## config.mk

```make
export PLATFORM = sky130hd
export DESIGN_NAME = alu_arbiter
export DESIGN_NICKNAME = d
export VERILOG_FILES = /design/src/rtl/alu_arbiter.sv
export SDC_FILE = /design/constraint.sdc
export NUM_CORES = 1
export LEC_CHECK = 0
export ABC_AREA = 1
export CORE_ASPECT_RATIO = 0.75
export CORE_MARGIN = 10
export CORE_UTILIZATION = 52
export CTS_CLUSTER_DIAMETER = 150
export DETAILED_ROUTE_END_ITERATION = 8
export GPL_TIMING_DRIVEN = 0
export PLACE_DENSITY = 0.84
export SLEW_MARGIN = 20
export SYNTH_ARGS = -nofsm -noshare
export SYNTH_HDL_FRONTEND = slang
export SYNTH_SLANG_ARGS = --single-unit
```

## constraint.sdc

```tcl
create_clock -name clk -period 4.2 [get_ports clk]
set_input_delay 0.84 -clock clk [delete_from_list [all_inputs] [get_ports clk]]
set_output_delay 0.84 -clock clk [all_outputs]
set_load 0.1 [all_outputs]
```

## src/rtl/alu_arbiter.sv

```systemverilog
// rtl/alu_arbiter.sv - two-requester arbiter in front of one shared ALU with a one-entry result register
// Define ALU_ARBITER_ROUND_ROBIN_EN for round-robin arbitration; the default is fixed priority to requester 0.
module alu_arbiter #(
  parameter int DATA_W = 32
) (
  input  logic                clk,
  input  logic                rst_n,
  input  logic [1:0]          req_valid,
  output logic [1:0]          req_ready,
  input  logic [5:0]          req_op,
  input  logic [2*DATA_W-1:0] req_a,
  input  logic [2*DATA_W-1:0] req_b,
  output logic                rsp_valid,
  input  logic                rsp_ready,
  output logic                rsp_id,
  output logic [DATA_W-1:0]   rsp_data
);

  typedef enum logic {EMPTY, FULL} state_t;

  state_t              state, state_nxt;
  logic                can_accept;
  logic                accept;
  logic                grant_id;
  logic [2:0]          op_sel;
  logic [DATA_W-1:0]   a_sel, b_sel, alu_res;

`ifdef ALU_ARBITER_ROUND_ROBIN_EN
  logic prio;

  // prio names the requester that wins when both are valid
  always_comb begin
    grant_id = req_valid[1];
    if (req_valid == 2'b11) grant_id = prio;
  end
`else
  always_comb begin
    grant_id = ~req_valid[0];
  end
`endif

  always_comb begin
    can_accept = (state == EMPTY) || rsp_ready;
    accept     = rst_n && can_accept && (req_valid != 2'b00);
    req_ready  = 2'b00;
    if (accept) req_ready = grant_id ? 2'b10 : 2'b01;

    state_nxt = state;
    case (state)
      EMPTY:   if (accept) state_nxt = FULL;
      FULL:    if (rsp_ready && !accept) state_nxt = EMPTY;
      default: state_nxt = EMPTY;
    endcase
  end

  always_comb begin
    op_sel  = grant_id ? req_op[5:3] : req_op[2:0];
    a_sel   = grant_id ? req_a[DATA_W +: DATA_W] : req_a[0 +: DATA_W];
    b_sel   = grant_id ? req_b[DATA_W +: DATA_W] : req_b[0 +: DATA_W];
    alu_res = '0;
    case (op_sel)
      3'b000:  alu_res = a_sel + b_sel;
      3'b001:  alu_res = a_sel - b_sel;
      3'b010:  alu_res = a_sel & b_sel;
      3'b011:  alu_res = a_sel | b_sel;
      3'b100:  alu_res = a_sel ^ b_sel;
      default: alu_res = '0;
    endcase
  end

  always_ff @(posedge clk) begin
    if (!rst_n) begin
      state    <= EMPTY;
      rsp_id   <= 1'b0;
      rsp_data <= '0;
`ifdef ALU_ARBITER_ROUND_ROBIN_EN
      prio     <= 1'b0;
`endif
    end else begin
      state <= state_nxt;
      if (accept) begin
        rsp_id   <= grant_id;
        rsp_data <= alu_res;
`ifdef ALU_ARBITER_ROUND_ROBIN_EN
        prio     <= ~grant_id;
`endif
      end
    end
  end

  assign rsp_valid = (state == FULL);

endmodule

```

# Word level (Yosys, flattened, before mapping)
# Cells that the tools add are included.
# W data, S select, Z words.
# word_totals
regBits,34
latchBits,0
ramBits,0
mem_bits_ro,0
output_inout_bits,36
wordCells,30
mem_count,0
# op_classes
n_addsub,2
mul,0
div_mod_pow,0
magnitude_cmp,0
n_eq_ne,4
shifts,0
n_mux,9
bitwise,5
n_reduce_logical,7
# ops
cell,count
$pmux W32 S5,1
$mux W32,2
$add A32 B32 Y32,1
$and A32 B32 Y32,1
$or A32 B32 Y32,1
$sub A32 B32 Y32,1
$xor A32 B32 Y32,1
$eq A3 B2 Y1 const B,2
$mux W2,2
$eq A3 B1 Y1 const B,1
$eq A3 B3 Y1 const B,1
$logic_and A1 B1 Y1,3
$logic_not A3 Y1,1
$mux W3,1
$mux W1,2
$not A1 Y1,2
$pmux W1 S2,1
$reduce_bool A2 Y1,1
$logic_not A1 Y1,1
$logic_or A1 B1 Y1,1

# Depth between registers and ports, before layout
# Gate-level depths: netlist of run 1.
# depth
ltp_word,8
ltp_mapped,32
ltp_nobuf,29

# Worst setup path before layout of run 1
# Ideal clock, no wire load.
# synth_timing
path_type,in2out
startpoint,input port req_valid[0]
endpoint,output port req_ready[0]
arrival_ns,3.070
t_required_ns,3.360
setup_slack_ns,0.290
path_stages,7
n_path_buf,3
path_cell_list,buf_6 -> buf_2 -> buf_4 -> nor2_1 -> nor3_2 -> inv_1 -> nor2_1
# synth_between
elab_chain_cells,3
word_cells_on_any_way,4
cone_classes,mux (2); reduce/logical (2)
# synth_lines
item,line_no,text
start: declaration,8,"input logic [1:0] req_valid,"
$reduce_bool A2 Y1,44,accept = rst_n && can_accept && (req_valid != 2'b00);
$logic_and A1 B1 Y1,44,
$mux W2 (*),46,if (accept) req_ready = grant_id ? 2'b10 : 2'b01;
end: declaration,9,"output logic [1:0] req_ready,"
# Every way passes the cells marked *; elsewhere a longest branch is shown, timed or not.

# Worst setup path after layout of run 1
# layout_timing
startpoint,input port req_valid[0]
endpoint,register rsp_data[31]
# layout_between
elab_chain_cells,3
word_cells_on_any_way,16
cone_classes,add/sub (2); eq/ne (4); mux (4); bitwise (3); reduce/logical (3)
# layout_lines
item,line_no,text
$mux W32 (tied with other cells),58,a_sel = grant_id ? req_a[DATA_W +: DATA_W] : req_a[0 +: DATA_W];
$sub A32 B32 Y32 (tied with other cells),63,3'b001: alu_res = a_sel - b_sel;
$pmux W32 S5,61,case (op_sel)
end signal: assignment,83,rsp_data <= alu_res;
end: declaration,16,output logic [DATA_W-1:0] rsp_data
# Parallel ways exist; a longest one is shown, timed or not.
# A chain may end at the register's enable or synchronous reset.

==> results.yml, run 1 <==
global_routing:
  grt_overflow: 0
  track_usage_pct: 28.0
  grt_max_degree: 11
  grt_pass1_vias: 8190
  antenna_found_initial: 0
  grt_first_pass_wirelength_um: 42500
logic_synthesis:
  yosysWarnings: 0
  synth_cells: 1228
  synth_ff_type: "dfxtp_1"
  synth_seq_area_share_pct: 9.71
  yosysTopAreaCellShare_pct: 20.5
  ys_seq_elements: 34
  synth.most_common_cell: "nand2_1"
  avgSynthCellArea_um2: 5.71
  synth_cell_types: 44
  synthArstFlopShare_pct: 0
  synth_enable_flop_cells: 0
  synth_common_cells: "nand2_1, inv_1, nor2_1, ha_1, o21ai_0"
  synth_area_leaders: "nand2_1, ha_1, dfxtp_1"
  synth_fp_nets: 1464
  synth_area_leader_cell: "nand2_1"
  synthesis.area_um2: 7010
die:
  initial_utilization_pct: 53.5
  fp.dieArea_um2: 18600
  die_w_um: 154
  io_pins: 175
  core_area_um2: 13100
  die_height_um: 121
  rows: 36
timing:
  fin_tns_setup_ns: 0
  timing.hold.ws_ns: 0.462
  fin_crit_ns: 4.14
  drv_slew: 0
  clock.fmax_mhz: 242
  setup_violations: 0
  skew_ns: 0.00266
  period_share_pct: 98.6
  tightest_slew_ns: 0.987
  slew_headroom_pct: 34.0
  hold_viol_final: 0
  grt_setup_unrepaired: "true"
detailed_routing:
  ant_nets: 0
  first_pass_iters: 5
  drcViolationCount: 0
  viasPerCell: 5.58
  drt_iter0_markers: 885
  num_vias: 8915
  drt-total-wl_um: 28100
  avgRoutedWirePerCell_um: 17.6
finish:
  area_growth_pct: 40.0
  drive_above_1_share_pct: 16.1
  diodes: 0
  fin_nets: 1661
  fin_area_um2: 9820
  utilization_pct: 74.9
hold_path:
  hp-class: "flop to flop"
critical_path:
  path_common_cell: "nand2_2"
  critPathCaptureType: "flop"
  crit_type: "input pin to flop"
  arrival_ns: 4.29
  start_kind: "input pin"
  required_ns: 4.35
  critical_path.endpoint: "rsp_data[31]"
  critical-path-max-stage-delay_ns: 0.37
  crit_start: "req_valid[0]"
  reg2reg_setup_slack_ns: 2.61
  r2r_cells: 7
  cp_slowest_cell: "ha_2"
  cp_max_fo: 8
  r2r_end: "rsp_data[11]"
  rr_startpoint: "rsp_valid"
clock_tree:
  clk_path_buf_depth: 2
  h-tree-depth: 2
  insertion_delay_ns: 0.28
  cts_tree: "built"
  cts.reportedPaths.clkPinSlew_ns: 0.05
  cts_num_sinks: 34
  cts_root_buf: "clkbuf_16"
  cts_buffers: 5
  hold_buffers: 0
status:
  status: "finished, final reports clean"
placement:
  gp_congestion: 0.994
  portBuffers: 173
  placed_area_um2: 8960
  dp_hpwl_um: 23100
pwr:
  powerDensity_nw_per_um2: 240
  peakVddDrop_mv: 0.322
  leakage_nw: 4.81
  total_power_mw: 2.36
run:
  max_cap_violations: 0
==> repair_timing <==
item | in CTS | in global routing
resized for setup | 29 | 148
setup endpoints to repair | 23 | 27
pin swaps | 5 | 38
buffers inserted | 3 | 14
==> worst min path at each step <==
stage	start	endpoint	depth (start not counted)
6_report	rsp_data[29]	rsp_data[29]	2
3_3_place_gp	rsp_data[3]	rsp_data[3]	2
4_1_cts	rsp_data[29]	rsp_data[29]	2
3_5_place_dp	rsp_data[29]	rsp_data[29]	2
2_1_floorplan	rsp_data[28]	rsp_data[28]	2
5_1_grt	rsp_data[6]	rsp_data[6]	2
==> final cells by class <==
type,count,area (µm²)
inverter,174,656
multi-input combinational,976,5970
clock inverter,1,5.00
buffer,44,267
tap,171,214
clock buffer,7,143
fill,1145,3290
timing repair buffer,190,1880
sequential,34,681
==> per-stage QoR <==
stage	cells	setup slack [ns]
2_1_floorplan	1228	0.290
3_3_place_gp	1572	-0.939
3_5_place_dp	1572	-0.937
4_1_cts	1583	-0.0926
5_1_grt	1597	-0.143
6_report	1597	0.0602
==> report_power, final <==
part           internal, mW  switching [mW]
Clock                 0.235           0.127
Sequential            0.345          0.0108
Combinational         0.591            1.05
Total                  1.17            1.19
==> registers in the layout (all words and copies together), names as in the netlist <==
register,count
rsp_data,32
rsp_valid,1
rsp_id,1
==> critical path, delay by kind of cell <==
kind                       cells  cell delay, ns
and+or+nand+nor               19            1.94
xor gates and xnor gates       1            0.18
AOI/OAI and AO/OA              3            0.37
buffers and inverters          4            0.41
adders and majority gates      2            0.53
==> metal layers <==
metal  GRT usage (%)  wire, µm  vias to the layer above
met5               0         0                        -
met1            39.1     12000                     3990
met2            40.0     11100                      558
met4            8.24       774                        0
met3            8.78      4150                       57
li1                -         -                     4310
==> cell families (layout without fill, tap and decap cells) <==
logic type,count (synthesis),in the layout,share of synthesized area [%]
simple gates,613,613,36.8
flops,34,34,9.71
fa+ha+maj,97,97,17.4
buf+inv,218,416,12.8
compound gates,233,233,19.2
xor+xnor,33,33,4.12
==> cell usage in the layout (no fill, tap or decap), types with 6 or more instances in the layout <==
master           count
nand2_2             35
a21oi_2             16
buf_4               23
o211ai_1             6
a221oi_1            14
or2_2               36
ha_1                83
ha_2                 8
nand3_1             39
inv_2               10
o21ai_0             73
nor2_1              87
nand2_4              7
a22oi_1              7
o21ai_1             14
inv_1              162
o21ai_2              9
nor2_2              14
dfxtp_1             34
a21oi_1             66
nand2_1            353
clkbuf_1            16
nor3_1               9
xor2_1              24
buf_2               13
clkdlybuf4s50_1    167
Note: power is estimated with default switching activity, not from simulation.
==> run 2: changes to the inputs <==
--- a/config.mk
+++ b/config.mk
@@ -5,14 +5,13 @@
 export SDC_FILE = /design/constraint.sdc
 export NUM_CORES = 1
 export LEC_CHECK = 0
-export ABC_AREA = 1
+export ABC_AREA = 0
 export CORE_ASPECT_RATIO = 0.75
 export CORE_MARGIN = 10
-export CORE_UTILIZATION = 52
+export CORE_UTILIZATION = 50
 export CTS_CLUSTER_DIAMETER = 150
 export DETAILED_ROUTE_END_ITERATION = 8
-export GPL_TIMING_DRIVEN = 0
-export PLACE_DENSITY = 0.84
+export PLACE_DENSITY = 0.83
 export SLEW_MARGIN = 20
 export SYNTH_ARGS = -nofsm -noshare
 export SYNTH_HDL_FRONTEND = slang
==> run 2 against run 1 <==
  * The flow now finishes with violations (setup timing)
  * Die area fell by 7.3%
  * Combinational power rose by 10%
  * Synthesized cell count fell by 36%
  * Register-to-register slack got worse by 0.30 ns
  * Final area fell by 0.41%
  * Setup slack got worse by 0.066 ns
  * Worst hold slack got worse by 0.0048 ns
  * Cell count fell by 21%
  * Non-clock buffer count rose by 109
  * Clock skew barely moved
  * Routed wire length fell by 9.0%
  * Critical path type unchanged
  * Largest power group unchanged
==> results.yml, run 2 <==
logic_synthesis:
  synth_area_leaders: "ha_1, dfxtp_1, mux2i_1"
  synth_enable_flop_cells: 0
  synth.most_common_cell: "ha_1"
  synth_common_cells: "ha_1, inv_1, mux2i_1, nor2_1, a22oi_1"
  synthesis.area_um2: 6160
  synth_seq_area_share_pct: 11.0
  yosysTopAreaCellShare_pct: 19.5
  ys_seq_elements: 34
  synth_ff_type: "dfxtp_1"
  synth_cell_types: 70
  synth_cells: 789
  synth_fp_nets: 1025
  synth_area_leader_cell: "ha_1"
  avgSynthCellArea_um2: 7.81
  yosysWarnings: 0
  synthArstFlopShare_pct: 0
run:
  max_cap_violations: 0
critical_path:
  cp_cell_sequence: "clkdlybuf4s15_1, mux2i_4, ha_4, nand2_4, or3_4, o21ai_2, xnor2_1, ha_1, a21o_1, or3_4, o211ai_1, buf_4, o21bai_2, buf_4, a211oi_4, xnor2_1, a222oi_1, nor2_1"
  cp_max_fo: 3
  critical-path-max-stage-delay_ns: 0.37
  required_ns: 4.37
  cp_slowest_cell: "or3_4"
  crit_start: "req_b[33]"
  r2r_end: "rsp_data[31]"
  reg2reg_setup_slack_ns: 2.31
  r2r_cells: 8
  critical_path.endpoint: "rsp_data[19]"
  rr_startpoint: "rsp_valid"
  critPathCaptureType: "flop"
  arrival_ns: 4.38
  crit_type: "input pin to flop"
  start_kind: "input pin"
global_routing:
  grt_max_degree: 34
  gr-usage-met2_pct: 42.5
  antenna_found_initial: 0
  top_usage_layer: "met2"
  track_usage_pct: 26.8
  grt_overflow: 0
  grt_pass1_vias: 7417
  grt_first_pass_wirelength_um: 38100
  grt_use_met1_pct: 35.7
  grt.met3_usage_pct: 5.30
die:
  core_area_um2: 12200
  die_height_um: 116
  rows: 35
  initial_utilization_pct: 50.6
  die_w_um: 148
  fp.dieArea_um2: 17200
  io_pins: 175
pwr:
  intPower_mw: 1.43
  leakage_nw: 4.55
  sw_frac_of_total_pct: 45.2
  powerDensity_nw_per_um2: 266
  peakVddDrop_mv: 0.166
  seq_power_share_pct: 13.9
  pwr-share-comb_pct: 69.5
  p_clk_share_pct: 16.6
  p_switching_mw: 1.18
timing:
  hold_viol_final: 0
  setup_violations: 1
  fin_crit_ns: 4.21
  clock.fmax_mhz: 238
  skew_ns: 0.00244
  tightest_slew_ns: 1.05
  slew_headroom_pct: 29.7
  period_share_pct: 100
  grt_setup_unrepaired: "true"
  drv_slew: 0
  setup_slack_ns: -0.00616
finish:
  final_common_cell: "buf_4"
  largest_register_ffs: 32
  drive_above_1_share_pct: 23.7
  fin_area_um2: 9780
  final-seq-area_um2: 681
  multi_input_area_um2: 5330
  final_cell_mix: "buf_4, clkdlybuf4s50_1, ha_1"
  utilization_pct: 80.3
  area_growth_pct: 58.6
  nFillCells: 783
  fin_nets: 1331
  diodes: 0
  regMostFlops: "rsp_data"
detailed_routing:
  avgRoutedWirePerCell_um: 20.3
  viasPerCell: 6.08
  first_pass_iters: 6
  drt-total-wl_um: 25600
  drt_iter0_markers: 752
  drcViolationCount: 0
  num_vias: 7679
  ant_nets: 0
placement:
  portBuffers: 174
  gp_congestion: 0.997
  placed_area_um2: 9110
  dp_hpwl_um: 18900
clock_tree:
  h-tree-depth: 2
  cts_buffers: 5
  hold_buffers: 0
  cts_tree: "built"
  cts_num_sinks: 34
  clk_path_buf_depth: 2
  cts_root_buf: "clkbuf_16"
  cts.reportedPaths.clkPinSlew_ns: 0.06
  insertion_delay_ns: 0.29
hold_path:
  hp-class: "flop to flop"
status:
  status: "complete, but fails checks"
  violations: "setup timing"
==> run 2: cell families after synthesis <==
group,count (synthesis),share of synthesized area [%]
compound gates,251,27.5
mux,70,12.2
simple gates,165,13.6
buf+inv,120,8.50
flops,34,11.0
xor+xnor,52,7.39
fa+ha+maj,97,19.8
==> run 2: power groups by stage <==
stage / clock network, mW / logic, mW / registers (mW)
after global placement: 0 / 1.60 / 0.368
after CTS: 0.429 / 1.66 / 0.361
final: 0.432 / 1.81 / 0.362
after floorplan: 0 / 0.842 / 0.535
after detailed placement: 0 / 1.64 / 0.368
after global routing: 0.441 / 1.93 / 0.364
==> run 2: per-stage QoR <==
| step | instances | power, mW | setup TNS, ns | hold WS, ns | setup slack, ns |
|---|---|---|---|---|---|
| after floorplan | 789 | 1.38 | -5.95 | 0.888 | -0.486 |
| after global placement | 1236 | 1.97 | -4.86 | 0.443 | -0.382 |
| after detailed placement | 1236 | 2.00 | -7.01 | 0.447 | -0.512 |
| after CTS | 1249 | 2.45 | 0 | 0.455 | 0.0000493 |
| after global routing | 1262 | 2.73 | -0.457 | 0.482 | -0.0970 |
| final | 1262 | 2.60 | -0.00616 | 0.457 | -0.00616 |
==> run 2: critical path, delay by kind of cell <==
kind,cells,cell delay (ns)
xor gates and xnor gates,2,0.23
muxes,1,0.26
adders and majority gates,2,0.45
AOI/OAI and AO/OA,6,1.13
buffers and inverters,3,0.57
and+or+nand+nor,4,0.86
==> run 2: layer usage <==
layer,vias up,wire (µm)
met3,71,2620
met5,-,0
li1,3508,-
met2,491,11400
met4,0,681
met1,3609,10900
==> run 2: timing repair <==
action | CTS | global route
gates resized for setup | 18 | 79
setup buffers | 5 | 13
pin swaps | 11 | 37
setup endpoints to repair | 15 | 21
==> run 2: area by class of cell <==
| cell class | count | area share, % |
|---|---|---|
| clock buffer | 8 | 1.70 |
| tap | 166 | 2.12 |
| timing repair buffer | 343 | 31.7 |
| inverter | 76 | 2.92 |
| multi-input combinational | 635 | 54.6 |
| sequential | 34 | 6.96 |
==> run 2: worst min path at each step <==
stage / start / to / slack [ns] / cells past startpoint
after floorplan: rsp_data[4] / rsp_data[4] / 0.89 / 2
after global placement: rsp_data[7] / rsp_data[7] / 0.44 / 2
after detailed placement: rsp_data[7] / rsp_data[7] / 0.45 / 2
after CTS: rsp_data[7] / rsp_data[7] / 0.45 / 2
after global routing: rsp_data[4] / rsp_data[4] / 0.48 / 2
final: rsp_data[9] / rsp_data[9] / 0.46 / 2
==> run 3: changes to the inputs <==
--- a/config.mk
+++ b/config.mk
@@ -6,6 +6,7 @@
 export NUM_CORES = 1
 export LEC_CHECK = 0
 export ABC_AREA = 0
+export CAP_MARGIN = 5
 export CORE_ASPECT_RATIO = 0.75
 export CORE_MARGIN = 10
 export CORE_UTILIZATION = 50
==> results of run 3 <==
No change in the layout: final DEF, timing and power equal those of run 2.
